**config.mk**
```make
export PLATFORM = sky130hd
export DESIGN_NAME = udp_rx_frame_extractor
export DESIGN_NICKNAME = d
export VERILOG_FILES = /design/src/rtl/udp_rx_frame_extractor.sv
export SDC_FILE = /design/constraint.sdc
export NUM_CORES = 1
export LEC_CHECK = 0
export ABC_AREA = 1
export CAP_MARGIN = 40
export CELL_PAD_IN_SITES_DETAIL_PLACEMENT = 1
export CELL_PAD_IN_SITES_GLOBAL_PLACEMENT = 1
export CORE_ASPECT_RATIO = 1.25
export CORE_MARGIN = 10
export CORE_UTILIZATION = 37
export CTS_CLUSTER_SIZE = 28
export DETAILED_ROUTE_END_ITERATION = 6
export HOLD_SLACK_MARGIN = 0.06
export MAX_ROUTING_LAYER = met4
export PLACE_DENSITY_LB_ADDON = 0.25
export SLEW_MARGIN = 30
export SYNTH_ARGS = -nofsm -noshare
export SYNTH_HDL_FRONTEND = slang
export SYNTH_SLANG_ARGS = --single-unit
```
**constraint.sdc**
```tcl
create_clock -name clk -period 3.21 [get_ports clk]
set_clock_uncertainty 0.2 [all_clocks]
set_input_delay 0.321 -clock clk [delete_from_list [all_inputs] [get_ports clk]]
set_output_delay 0.321 -clock clk [all_outputs]
set_load 0.05 [all_outputs]
```
**src/rtl/udp_rx_frame_extractor.sv**
```systemverilog
// ---------------------------------------------------------------------------
// udp_rx_frame_extractor
//
// Sits between a 32-bit Avalon-ST MAC receive port (shift16 mode) and two
// downstream FIFOs. It parses the Ethernet/IPv4/UDP headers of each frame,
// forwards only the UDP payload words to the data FIFO, and at end of frame
// writes the payload byte count to the descriptor FIFO and pulses int_rsv.
//
// Ports
//   clk, rst        : clock, synchronous active-high reset
//   rx_data         : frame word, first wire byte in [31:24]
//   rx_sop/rx_eop   : frame delimiters, qualified by rx_dval
//   rx_dval         : word valid
//   rx_rdy          : sink ready (high every cycle after reset)
//   rx_err          : MAC error flags, meaningful on the eop word
//   rx_mod          : empty bytes in the eop word
//   rx_dsav, rx_err_stat, rx_frm_type, rx_a_full, rx_a_empty : unused
//   data_to_mem     : payload word, valid with wren_mem
//   wren_mem        : data FIFO write strobe (one cycle after the input word)
//   size            : payload byte count, valid with desc_wr, then held
//   desc_wr         : descriptor FIFO write strobe
//   int_rsv         : frame-received pulse, coincident with desc_wr
//   stat_err        : [31:24] dropped-frame count, [23:8] accepted-frame
//                     count, [7] runt/aborted, [6] length mismatch,
//                     [5:0] MAC error flags of the last frame
// ---------------------------------------------------------------------------
module udp_rx_frame_extractor #(
    parameter logic [15:0] UDP_DST_PORT = 16'h0000,
    parameter int          PAD_BYTES    = 2
) (
    input  logic        clk,
    input  logic        rst,
    input  logic [31:0] rx_data,
    input  logic        rx_sop,
    input  logic        rx_eop,
    output logic        rx_rdy,
    input  logic        rx_dval,
    input  logic        rx_dsav,
    input  logic [5:0]  rx_err,
    input  logic [17:0] rx_err_stat,
    input  logic [3:0]  rx_frm_type,
    input  logic [1:0]  rx_mod,
    input  logic        rx_a_full,
    input  logic        rx_a_empty,
    output logic [31:0] data_to_mem,
    output logic [31:0] stat_err,
    output logic        wren_mem,
    output logic [15:0] size,
    output logic        int_rsv,
    output logic        desc_wr
);

    // pad + Ethernet(14) + IPv4 without options(20) + UDP(8) bytes
    localparam int          HDR_WORDS = (PAD_BYTES + 14 + 20 + 8) / 4;
    localparam logic [15:0] LAST_HDR  = 16'(HDR_WORDS - 1);

    localparam logic [15:0] WC_ETYPE = 16'd3;
    localparam logic [15:0] WC_IPVER = 16'd4;
    localparam logic [15:0] WC_PROTO = 16'd6;
    localparam logic [15:0] WC_PORTS = 16'd9;
    localparam logic [15:0] WC_ULEN  = 16'd10;

    typedef enum logic [1:0] {IDLE, HDR, PAYLOAD, DROP} state_t;

    state_t      state, state_nxt;
    logic [15:0] wc, wc_nxt;        // index of the next expected word
    logic [15:0] pw, pw_nxt;        // payload words written this frame
    logic [15:0] ulen, ulen_nxt;
    logic [15:0] iplen, iplen_nxt;
    logic [7:0]  drop_cnt, drop_cnt_nxt;
    logic [15:0] acc_cnt, acc_cnt_nxt;
    logic [7:0]  flags, flags_nxt;
    logic [31:0] data_nxt;
    logic        wren_nxt;
    logic        desc_nxt;
    logic [15:0] size_nxt;

    logic [15:0] idx;
    logic        start;
    logic        hdr_word;
    logic        hdr_ok;
    logic [15:0] pw_inc;
    logic [15:0] close_size;
    logic [15:0] eop_size;

    // IP total length is captured for the host view but nothing consumes it
    logic unused_ok;
    assign unused_ok = &{1'b0, rx_dsav, rx_err_stat, rx_frm_type,
                         rx_a_full, rx_a_empty, iplen};

    function automatic logic [15:0] sat_inc(input logic [15:0] v);
        return (v == 16'hFFFF) ? v : v + 16'd1;
    endfunction

    assign stat_err = {drop_cnt, acc_cnt, flags};

    always_ff @(posedge clk) begin
        if (rst) begin
            state       <= IDLE;
            wc          <= '0;
            pw          <= '0;
            ulen        <= '0;
            iplen       <= '0;
            drop_cnt    <= '0;
            acc_cnt     <= '0;
            flags       <= '0;
            data_to_mem <= '0;
            wren_mem    <= 1'b0;
            desc_wr     <= 1'b0;
            int_rsv     <= 1'b0;
            size        <= '0;
            rx_rdy      <= 1'b0;
        end else begin
            state       <= state_nxt;
            wc          <= wc_nxt;
            pw          <= pw_nxt;
            ulen        <= ulen_nxt;
            iplen       <= iplen_nxt;
            drop_cnt    <= drop_cnt_nxt;
            acc_cnt     <= acc_cnt_nxt;
            flags       <= flags_nxt;
            data_to_mem <= data_nxt;
            wren_mem    <= wren_nxt;
            desc_wr     <= desc_nxt;
            int_rsv     <= desc_nxt;
            size        <= size_nxt;
            rx_rdy      <= 1'b1;
        end
    end

    always_comb begin
        state_nxt    = state;
        wc_nxt       = wc;
        pw_nxt       = pw;
        ulen_nxt     = ulen;
        iplen_nxt    = iplen;
        drop_cnt_nxt = drop_cnt;
        acc_cnt_nxt  = acc_cnt;
        flags_nxt    = flags;
        data_nxt     = data_to_mem;
        wren_nxt     = 1'b0;
        desc_nxt     = 1'b0;
        size_nxt     = size;

        // a DROP frame ignores everything up to its eop, sop included
        start      = rx_sop && (state != DROP);
        idx        = start ? 16'd0 : wc;
        hdr_word   = start || (state == HDR);
        pw_inc     = sat_inc(pw);
        close_size = {pw[13:0], 2'b00};
        eop_size   = {pw_inc[13:0], 2'b00} - {14'd0, rx_mod};

        hdr_ok = 1'b1;
        case (idx)
            WC_ETYPE: hdr_ok = (rx_data[15:0] == 16'h0800);
            WC_IPVER: hdr_ok = (rx_data[31:24] == 8'h45);
            WC_PROTO: hdr_ok = (rx_data[23:16] == 8'h11);
            WC_PORTS: hdr_ok = (UDP_DST_PORT == 16'h0000) ||
                               (rx_data[15:0] == UDP_DST_PORT);
            default:  hdr_ok = 1'b1;
        endcase

        if (rx_dval) begin
            // sop inside a payload: close the open frame with what was
            // already written so the two FIFOs stay in step
            if (rx_sop && state == PAYLOAD) begin
                size_nxt  = close_size;
                desc_nxt  = 1'b1;
                flags_nxt = {1'b1, close_size != (ulen - 16'd8), 6'd0};
            end

            if (start) begin
                pw_nxt    = '0;
                state_nxt = HDR;
            end

            if (hdr_word) begin
                wc_nxt = sat_inc(idx);
                if (idx == WC_IPVER) iplen_nxt = rx_data[15:0];
                if (idx == WC_ULEN)  ulen_nxt  = rx_data[31:16];
                if (rx_eop) begin
                    // runt: frame ended before any payload
                    flags_nxt    = {1'b1, 1'b0, rx_err};
                    drop_cnt_nxt = drop_cnt + 8'd1;
                    state_nxt    = IDLE;
                end else if (!hdr_ok) begin
                    drop_cnt_nxt = drop_cnt + 8'd1;
                    state_nxt    = DROP;
                end else if (idx == LAST_HDR) begin
                    state_nxt = PAYLOAD;
                end
            end else begin
                case (state)
                    PAYLOAD: begin
                        wc_nxt   = sat_inc(wc);
                        pw_nxt   = pw_inc;
                        data_nxt = rx_data;
                        wren_nxt = 1'b1;
                        if (rx_eop) begin
                            size_nxt    = eop_size;
                            desc_nxt    = 1'b1;
                            flags_nxt   = {1'b0, eop_size != (ulen - 16'd8), rx_err};
                            acc_cnt_nxt = acc_cnt + 16'd1;
                            state_nxt   = IDLE;
                        end
                    end
                    DROP: begin
                        if (rx_eop) state_nxt = IDLE;
                    end
                    default: ;
                endcase
            end
        end
    end

endmodule

```
==> results.yml <==
status:
  status: "finished, final reports clean"
grt:
  grt.overflow.total: 0
  antenna_found_initial: 0
  grt_pass1_wl_um: 49100
  grt_pass1_vias: 9304
  grt_max_degree: 55
  grtUsageTotal_pct: 21.7
timing:
  grt_setup_unrepaired: "yes"
  drv_slew: 0
  setup-tns-final_ps: 0
  setup_violations: 0
  worstMarginPinSlew_ps: 716
  min_period_ps: 2990
  fin_hold_ws_ps: 253
  period_share_pct: 93.1
  hold_violations: 0
  clock.fmax_mhz: 335
  max_slew_margin_pct: 52.2
route:
  drc: 0
  routedWlPerCell_um: 18.5
  antenna_left: 0
  via_count: 8939
  drt-initial-drc-count: 491
  viasPerCell: 5.36
  wl_um: 30900
  dr.pass1.iters: 5
cells_and_area:
  regArea_mm2: 0.00266
  postLayoutCoreUtil_pct: 48.5
  layout_commonest_cell: "nand2_1"
  multi_input_area_mm2: 0.00465
  nNetsFinal: 1458
  final_cell_mix: "234 x nand2_1, 145 x inv_1, 135 x nor2_1, 132 x dfxtp_1, 128 x clkdlybuf4s50_1"
  drive_gt1_share_pct: 8.78
  stdcell_area_mm2: 0.0104
  area_growth_pct: 28.8
  n_fill_cell: 2799
  num_antenna_cells: 0
power_and_ir_drop:
  ir_drop_mv: 0.356
  leakage_uw: 0.00431
  power.density_mw_per_mm2: 389
  total_power_uw: 4070
synth:
  synth_top_area_share_pct: 32.9
  synth.cell_area_mm2: 0.00810
  yosysWarnings: 0
  synthTopCellsByArea: "dfxtp_1 33%, nand2_1 11%, o21ai_0 7.2%"
  yosysSeqAreaShare_pct: 32.9
  synth.net_count: 1316
  yosys.area.top_type: "dfxtp_1"
  synth_cell_types: 49
  synth-seq-cells: 133
  synth.avg_cell_area_um2: 6.55
  syn-instance-count: 1237
critical_path:
  cp.arrival_ps: 3090
  rr_worst_depth: 12
  crit_path_start_kind: "flip-flop"
  crit_path_end_kind: "flip-flop"
  required_ps: 3310
  path_class: "flip-flop to flip-flop"
  critical_path.max_fanout: 13
cts:
  cts_tree: "built"
  cts.sinks: 133
  path_clk_slew_ps: 60
  cts_buffer_depth: 2
  clock_tree.root_cell: "clkbuf_16"
  h-tree-depth: 4
  cts_buffers: 17
  post_cts_resized: 0
  cts_hold_buf: 0
  cts_setup_buffers: 0
  clk_latency_ps: 420
floorplanning:
  num_rows: 60
  start_util_pct: 37.6
  ios: 154
  core_mm2: 0.0215
  die_h_um: 185
  fp.dieArea_mm2: 0.0283
  die_x_um: 152
placement:
  port_buffers: 128
  dp_hpwl_um: 23800
  placed_area_mm2: 0.00985
  place.gp.congestion: 0.976
flow_run:
  drv_cap: 0
hold_path:
  whs_path_depth: 3
  hold_class: "input pin to flip-flop"
==> cell usage after synthesis (all sizes together) <==
cell and n:
nand2 245, inv 152, nor2 151, dfxtp 133
o21ai 117, nand3 109, a21oi 92, clkbuf 37
nand4 36, xor2 33, nor3 32, buf 14
o221ai 13, o211ai 11, ha 9, xnor2 9
a31oi 8, nor4 7, nand3b 5, a211oi 3
nor3b 3, o2111ai 3, clkinv 2, o21a 2
or2 2, a211o 1, a221oi 1, a22oi 1
a32oi 1, and3 1, o21bai 1, o221a 1
o32ai 1, xnor3 1
==> worst max-delay path: stages, from the launching register on <==
cell        delay [ps]
dfxtp_1            410
nand2_1            140
nand2_2             80
inv_1               90
nor2_1             240
ha_1               200
inv_1               50
nor3_1             270
nand4_1            240
nor2_4             280
clkinvlp_4         300
o21ai_0            290
a21oi_1             80
==> cell families after synthesis <==
logic type | count (synthesis) | share of synthesized area, %
buffers and inverters | 205 | 9.93
flip-flops | 133 | 32.9
XOR/XNOR | 43 | 4.82
AO/OA/AOI/OAI | 256 | 17.5
AND/OR/NAND/NOR | 591 | 33.5
adder cells (fa/ha/maj) | 9 | 1.39
==> sequential cells by signal (all words and copies together) (netlist names), 2 cells and up <==
register / flops
acc_cnt: 16
state: 2
drop_cnt: 8
wc: 16
flags: 8
ulen: 16
data_to_mem: 32
pw: 16
size: 16
==> routing by layer <==
metal | part of all wire [%] | up-vias | wire length [µm] | track usage, %
li1 | - | 4413 | - | -
met3 | 2.0 | 68 | 631 | 2.79
met4 | 4.2 | 0 | 1300 | 10.3
met2 | 54 | 134 | 16700 | 40.2
met5 | 0 | - | 0 | -
met1 | 40 | 4324 | 12200 | 22.4
==> per-stage QoR <==
stage               setup WS (ps)  cells
floorplan                     708   1237
global route                -68.7   1669
global placement              189   1637
finish                        222   1669
detailed placement            104   1637
CTS                           216   1667
==> report_power, final <==
group          total (µW)  switching [µW]  leakage, µW  internal [µW]
logic                 470             297      0.00298            173
clock network        1870             805     0.000252           1070
registers            1720            36.9      0.00108           1690
total                4070            1140      0.00431           2930
==> worst paths after layout <==
check	from	end	slack [ps]
max	state[0]$_SDFFE_PP0P_	ulen[4]$_SDFFE_PP0P_	220
min	rx_data[14]	data_to_mem[14]$_SDFFE_PP0P_	250
max reg2reg	state[0]$_SDFFE_PP0P_	ulen[4]$_SDFFE_PP0P_	220
min reg2reg	flags[0]$_SDFFE_PP0P_	flags[0]$_SDFFE_PP0P_	270
==> final cells by class <==
type,instances,share of cell area (%)
clock inverter,13,1.25
tap,279,3.34
sequential,133,25.5
clock buffer,17,4.07
timing repair buffer,172,15.6
inverter,154,5.57
multi-input combinational,899,44.5
timing repair inverter,2,0.144
No activity file was read; power rests on OpenSTA's default activity.
